==> config.mk <==
export PLATFORM = sky130hd
export DESIGN_NAME = vga_sync_gen
export DESIGN_NICKNAME = d
export VERILOG_FILES = /design/src/rtl/vga_timing_pkg.sv /design/src/rtl/mod_counter.sv /design/src/rtl/vga_sync_gen.sv
export SDC_FILE = /design/constraint.sdc
export NUM_CORES = 1
export LEC_CHECK = 0
export ABC_AREA = 1
export CAP_MARGIN = 20
export CORE_ASPECT_RATIO = 2
export CORE_UTILIZATION = 50
export DETAILED_ROUTE_END_ITERATION = 12
export GPL_TIMING_DRIVEN = 0
export PLACE_DENSITY_LB_ADDON = 0.1
export SLEW_MARGIN = 20
export SYNTH_ARGS = -nofsm -noshare
export SYNTH_HDL_FRONTEND = slang
export SYNTH_SLANG_ARGS = --single-unit
export TNS_END_PERCENT = 1
==> constraint.sdc <==
create_clock -name clk -period 2.27 [get_ports clk]
set_input_delay 0.681 -clock clk [delete_from_list [all_inputs] [get_ports clk]]
set_output_delay 0.681 -clock clk [all_outputs]
set_load 0.02 [all_outputs]
==> src/rtl/vga_timing_pkg.sv <==
// Default 640x480@60 Hz timing constants and small helpers shared by the VGA
// sync generator and its counter building block.
package vga_timing_pkg;

  localparam int CNT_W        = 10;
  localparam int VGA_CLK_DIV  = 4;
  localparam int VGA_H_DISP   = 640;
  localparam int VGA_H_FP     = 16;
  localparam int VGA_H_SYNC   = 96;
  localparam int VGA_H_BP     = 48;
  localparam int VGA_V_DISP   = 480;
  localparam int VGA_V_FP     = 10;
  localparam int VGA_V_SYNC   = 2;
  localparam int VGA_V_BP     = 33;
  localparam bit VGA_SYNC_POL = 1'b0;

  localparam int VGA_H_TOTAL = VGA_H_DISP + VGA_H_FP + VGA_H_SYNC + VGA_H_BP;
  localparam int VGA_V_TOTAL = VGA_V_DISP + VGA_V_FP + VGA_V_SYNC + VGA_V_BP;

  function automatic logic in_window(input logic [CNT_W-1:0] v, input int lo, input int hi);
    return (int'(v) >= lo) && (int'(v) <= hi);
  endfunction

  // Maps "pulse active" onto the physical pin level for the chosen polarity.
  function automatic logic sync_level(input logic active, input bit pol);
    return active ? pol : ~pol;
  endfunction

endpackage

==> src/rtl/mod_counter.sv <==
// Modulo-N counter with enable; wrap flags the enabled edge on which N-1 rolls to 0.
module mod_counter #(
  parameter int N = 4,
  parameter int W = 2
) (
  input  logic         clk,
  input  logic         reset,
  input  logic         en,
  output logic [W-1:0] q,
  output logic         wrap
);

  logic [W-1:0] r_q;

  assign wrap = en && (r_q == W'(N - 1));
  assign q    = r_q;

  always_ff @(posedge clk) begin
    if (reset) begin
      r_q <= '0;
    end else if (en) begin
      r_q <= wrap ? '0 : r_q + 1'b1;
    end
  end

endmodule

==> src/rtl/vga_sync_gen.sv <==
// VGA timing generator: pixel-enable divider, horizontal/vertical scan counters,
// registered sync pulses aligned with the pixel coordinates.
module vga_sync_gen
  import vga_timing_pkg::*;
#(
  parameter int CLK_DIV  = VGA_CLK_DIV,
  parameter int H_DISP   = VGA_H_DISP,
  parameter int H_FP     = VGA_H_FP,
  parameter int H_SYNC   = VGA_H_SYNC,
  parameter int H_BP     = VGA_H_BP,
  parameter int V_DISP   = VGA_V_DISP,
  parameter int V_FP     = VGA_V_FP,
  parameter int V_SYNC   = VGA_V_SYNC,
  parameter int V_BP     = VGA_V_BP,
  parameter bit SYNC_POL = VGA_SYNC_POL
) (
  input  logic             clk,
  input  logic             reset,
  output logic             hsync,
  output logic             vsync,
  output logic             video_on,
  output logic             p_tick,
  output logic [CNT_W-1:0] pixel_x,
  output logic [CNT_W-1:0] pixel_y
);

  localparam int DIV_W    = (CLK_DIV > 2) ? $clog2(CLK_DIV) : 1;
  localparam int H_TOTAL  = H_DISP + H_FP + H_SYNC + H_BP;
  localparam int V_TOTAL  = V_DISP + V_FP + V_SYNC + V_BP;
  localparam int HS_START = H_DISP + H_FP;
  localparam int HS_END   = HS_START + H_SYNC - 1;
  localparam int VS_START = V_DISP + V_FP;
  localparam int VS_END   = VS_START + V_SYNC - 1;

  logic [DIV_W-1:0] w_div_cnt;
  logic             w_div_wrap;
  logic [CNT_W-1:0] w_h_cnt, w_v_cnt, w_h_next, w_v_next;
  logic             w_h_wrap, w_v_wrap, w_v_en;
  logic             r_hsync, r_vsync;

  mod_counter #(.N(CLK_DIV), .W(DIV_W)) u_div (
    .clk(clk), .reset(reset), .en(1'b1), .q(w_div_cnt), .wrap(w_div_wrap)
  );

  mod_counter #(.N(H_TOTAL), .W(CNT_W)) u_hcnt (
    .clk(clk), .reset(reset), .en(w_div_wrap), .q(w_h_cnt), .wrap(w_h_wrap)
  );

  assign w_v_en = w_div_wrap & w_h_wrap;

  mod_counter #(.N(V_TOTAL), .W(CNT_W)) u_vcnt (
    .clk(clk), .reset(reset), .en(w_v_en), .q(w_v_cnt), .wrap(w_v_wrap)
  );

  // Next-state view of the counters so the sync registers land on the same edge.
  assign w_h_next = w_h_wrap ? '0 : (w_div_wrap ? w_h_cnt + 1'b1 : w_h_cnt);
  assign w_v_next = w_v_wrap ? '0 : (w_v_en ? w_v_cnt + 1'b1 : w_v_cnt);

  always_ff @(posedge clk) begin
    if (reset) begin
      r_hsync <= sync_level(1'b0, SYNC_POL);
      r_vsync <= sync_level(1'b0, SYNC_POL);
    end else begin
      r_hsync <= sync_level(in_window(w_h_next, HS_START, HS_END), SYNC_POL);
      r_vsync <= sync_level(in_window(w_v_next, VS_START, VS_END), SYNC_POL);
    end
  end

  assign p_tick   = (w_div_cnt == DIV_W'(CLK_DIV - 1));
  assign video_on = (w_h_cnt < CNT_W'(H_DISP)) && (w_v_cnt < CNT_W'(V_DISP));
  assign hsync    = r_hsync;
  assign vsync    = r_vsync;
  assign pixel_x  = w_h_cnt;
  assign pixel_y  = w_v_cnt;

endmodule

## After elaboration in Yosys (flattened, before gate mapping)

Cells that the tools add are included.

| word-level totals | value |
|---|---|
| bits of input ports | 2 |
| memories kept | 0 |
| output and inout port bits | 24 |
| logic and storage cells | 32 |
| ROM bits | 0 |
| latch bits | 0 |
| bits in registers | 24 |
| memory bits (writable) | 0 |

| cells by class | value |
|---|---|
| bitwise operators | 1 |
| shift-type cells | 0 |
| div/mod/pow operators | 0 |
| reductions and logical operators | 6 |
| multiply operators | 0 |
| add/sub/neg operators | 3 |
| muxes and demuxes | 8 |
| equal/unequal tests | 3 |
| $lt $le $gt $ge | 6 |

Operator list:

| operator | count |
|---|---|
| $mux 10 | 6 |
| $add 10x1->10 const B | 2 |
| $eq 10x10->1 const B | 2 |
| $ge 10x10->1 const B | 1 |
| $ge 10x9->1 const B | 1 |
| $le 10x10->1 const B | 1 |
| $le 10x9->1 const B | 1 |
| $lt 10x10->1 const B | 1 |
| $lt 10x9->1 const B | 1 |
| $logic_and 1x1->1 | 5 |
| $add 2x1->2 const B | 1 |
| $eq 2x2->1 const B | 1 |
| $mux 1 | 2 |
| $reduce_or 2->1 | 1 |
| $and 1x1->1 | 1 |

## Logic depth before layout (Yosys ltp)

| logic depth | value |
|---|---|
| depth after elaboration | 8 |
| depth in mapped cells | 11 |

## By module

A second synthesis with hierarchy kept.

| second synthesis, totals | value |
|---|---|
| cell total of the unflattened synthesis | 270 |
| area, all modules | 1719.1 µm² |

By module, submodules not included:

| module | area an instance (µm²) | cells an instance | times used |
|---|---|---|---|
| mod_counter at u_vcnt | 540.5 | 76 | 1 |
| vga_sync_gen | 539.3 | 106 | 1 |
| mod_counter at u_hcnt | 531.8 | 72 | 1 |
| mod_counter at u_div | 107.6 | 16 | 1 |

## Worst setup path after synthesis

Ideal clock, no wire load.

| path | value |
|---|---|
| kind | reg2out |
| start point | reg u_hcnt.r_q[7], in the netlist u_hcnt.q[7] |
| end point | out video_on |
| setup slack | 526 ps |
| cell stages (with the launch flop) | 4 |
| buffers on the path | 0 |
| data required time | 1589 ps |
| arrival | 1063 ps |
| cell sequence | dfxtp_1 inv_1 a21oi_1 nor3_1 |

| on the way | value |
|---|---|
| word-level cells in the longest chain between the ends | 2 |

Ends and longest elaborated chain:

| item | RTL line | text |
|---|---|---|
| start, declared | mod_counter.sv:13 | `logic [W-1:0] r_q;` |
| start signal, assigned | mod_counter.sv:22 | `r_q <= wrap ? '0 : r_q + 1'b1;` |
| $lt 10x10->1 | vga_sync_gen.sv:70 | `assign video_on = (w_h_cnt < CNT_W'(H_DISP)) && (w_v_cnt < CNT_W'(V_DISP));` |
| $logic_and 1x1->1 | vga_sync_gen.sv:70 |  |
| end, declared | vga_sync_gen.sv:21 | `output logic video_on,` |

Every way passes these cells.

## Worst setup path after layout

| path | value |
|---|---|
| start point | reg u_vcnt.r_q[8], in the netlist u_vcnt.q[8] |
| end point | out video_on |

| on the way | value |
|---|---|
| word-level cells in the longest chain between the ends | 2 |

Ends and longest elaborated chain:

| item | RTL line |
|---|---|
| start, declared | mod_counter.sv:13 |
| start signal, assigned | mod_counter.sv:22 |
| $lt 10x9->1 | vga_sync_gen.sv:70 |
| $logic_and 1x1->1 | vga_sync_gen.sv:70 |

Every way passes these cells.

==> qor.yml <==
gp_congestion: 0.899
clock_skew_ns: 0.00443
synth_commonest_cells: "nand2_1 (59), nor2_1 (38), inv_1 (33), dfxtp_1 (24), nand3_1 (19)"
fin_tns_setup_ns: 0
cts-buffers-inserted: 3
sequentialPowerShare: 0.566
syn_avg_cell_area_um2: 6.56
core_mm2: 0.00277
synthMostInstantiatedCell: "nand2_1"
pre_cts_ws_ns: 0.0858
io_pins: 26
yosys.cell_types.count: 27
worstPathCellList: "inv_1 > nor3_2 > nor3_1 > dlygate4sd2_1"
maxSlewHeadroom: 0.686
hold_path.class: "flop to flop"
slowest_delay_ns: 0.42
end_kind: "output pin"
dr.pass1.iters: 4
ys_seq_area_frac: 0.326
clk_pin_slew_ns: 0.08
antenna_found_initial: 0
root_buffer: "clkbuf_8"
p_leak_nw: 0.829
ant_nets: 0
diodes: 0
clock-sinks: 24
peakVddDrop_uv: 392
final_core_util: 0.659
synth-seq-cells: 24
yosys-top-cells-area: "dfxtp_1 (33%), nand2_1 (15%), nor2_1 (9.7%)"
rsz0062_at_grt: "false"
setup_viol: 0
drive_gt1_frac: 0.102
netlist_area_mm2: 0.00148
p_sw_uw: 163
pwr-share-clk: 0.380
maxCapViolCount: 0
intPower_uw: 596
fin_cells: 283
dp_hpwl_um: 2780
wl_um: 3490
finalCritPeriodShare: 0.944
num_vias: 1451
grt_pass1_wl_um: 5720
timing.critical_path.fanout_max: 5
clk_latency_ns: 0.27
wl_per_cell_um: 12.3
hold_viol_final: 0
hold_start: "u_div.q[0]"
grt_usage: 0.252
route.detailed.drc: 0
syn2layout_area_growth_pct: 23.8
dpl.cell_count: 279
cts_max_level: 1
p_comb_frac: 0.054
cts_tree: "done"
synth_area_leader_cell: "dfxtp_1"
dieArea_mm2: 0.00318
postSynthCellCount: 225
grt.overflow.total: 0
slew_viol_final: 0
die_x_um: 40.4
critPathTopFamily: "buffers and inverters"
grt_start_max_net_pins: 14
first_iter_violations: 26
cts_setup_buffers: 0
hold_buffers: 0
synth_top_area_frac: 0.326
rows: 27
ff2ff_setup_slack_ns: 0.47
cp-startpoint: "u_vcnt.q[8]"
critPathRequiredTime_ns: 1.59
swShare: 0.215
r2r-start: "u_hcnt.q[1]"
cp.buffers_inverters: 2
viasPerCell: 5.13
cp-start-kind: "flop"
async_flop_share: 0
crit_type: "flop to output pin"
ys.warnings.count: 0
portBuffers: 25
finalWorstSetupSlack_ns: 0.128
critPathSlowestCell: "dfxtp_1"
die_y_um: 78.8
synthesis.nets: 231
synthFlopType: "dfxtp_1"
layout.nets: 261
fmax_mhz: 467
outcome: "finished clean"
grt_pass1_vias: 1330
clockBufferDepth: 2
synth-edff-count: 0
finalCriticalPeriod_ns: 2.14
worst_slew_pin_slew_ns: 0.471
powerDensity_mw_per_mm2: 416
arrival_ns: 1.46
start_util: 0.533
layout make-up:
cell class	count	area [µm²]
inverters	36	135
well taps	29	36.3
fillers	269	943
multi-input cells	162	842
repair buffers	25	251
flip-flops and latches	24	484
clock buffers	4	55.1
plain buffers	3	22.5
cell families after synthesis:
kind of cell / share of synthesized area
xor gates and xnor gates: 0.0475
buffers and inverters: 0.107
and+or+nand+nor: 0.439
AOI/OAI and AO/OA: 0.0467
adders and majority gates: 0.0339
DFF: 0.326
worst register-to-register path: cells and delay by family, from the launching register on:
family,cells,cell delay (ns)
DFF,1,0.40
AOI/OAI and AO/OA,1,0.12
adders and majority gates,1,0.24
and+or+nand+nor,8,0.95
per-stage QoR:
stage / hold slack (ns) / cell area (µm²) / total power, mW
3_3_place_gp: 0.412 / 1760 / 0.481
4_1_cts: 0.430 / 1820 / 0.762
5_1_grt: 0.449 / 1830 / 0.794
3_5_place_dp: 0.418 / 1760 / 0.481
6_report: 0.423 / 1830 / 0.759
2_1_floorplan: 0.398 / 1480 / 0.466
flip-flops by register name, indices dropped and copies added, names as in the netlist:
| name | cells |
|---|---|
| hsync | 1 |
| u_div.q | 2 |
| u_hcnt.q | 10 |
| u_vcnt.q | 10 |
| vsync | 1 |
placed cells by master, fill, tap and decap left out:
master | netlist | final
nand2_1 | 59 | 59
nor2_1 | 38 | 38
inv_1 | 33 | 33
clkdlybuf4s50_1 | 0 | 23
dfxtp_1 | 24 | 21
nand3_1 | 19 | 19
a21oi_1 | 6 | 6
xor2_1 | 6 | 6
nand4_1 | 4 | 4
o21ai_1 | 4 | 4
ha_1 | 4 | 4
clkbuf_8 | 0 | 4
inv_2 | 3 | 3
nand2_2 | 3 | 3
nor2_4 | 3 | 3
dfxtp_2 | 0 | 3
nor3_1 | 3 | 2
nand4_2 | 2 | 2
xnor2_1 | 2 | 2
o21ai_0 | 2 | 2
nor3_2 | 0 | 1
nor2_8 | 1 | 1
nand3b_1 | 1 | 1
buf_4 | 1 | 1
clkbuf_1 | 1 | 1
nor2_2 | 1 | 1
nand3_2 | 1 | 1
nand4_4 | 1 | 1
buf_6 | 1 | 1
a21oi_2 | 1 | 1
nand2b_1 | 1 | 1
dlygate4sd2_1 | 0 | 1
dlymetal6s2s_1 | 0 | 1
what timing repair did:
item                       CTS  global route
setup endpoints to repair    1             1
resized for setup            5             1
pin swaps                    0             0
worst paths after layout:
check	depth (start not counted)	end
setup / recovery	4	video_on
hold / removal	1	u_div.q[0]
setup reg to reg	10	vsync
hold reg to reg	1	u_div.q[0]
metal layers:
metal,up-vias,share of wire,global-route usage
li1,752,-,-
met1,643,0.36,0.250
met4,0,0.050,0.167
met3,16,0.033,0.0503
met2,40,0.55,0.427
met5,-,0,0
power groups by stage:
stage                     Combinational, mW  Sequential, mW  Clock, mW
after floorplan                      0.0248           0.441          0
after global placement               0.0409           0.440          0
after detailed placement             0.0414           0.440          0
after CTS                            0.0415           0.430      0.291
after global routing                 0.0461           0.431      0.317
final                                0.0409           0.430      0.288
No activity file was read; power rests on OpenSTA's default activity.
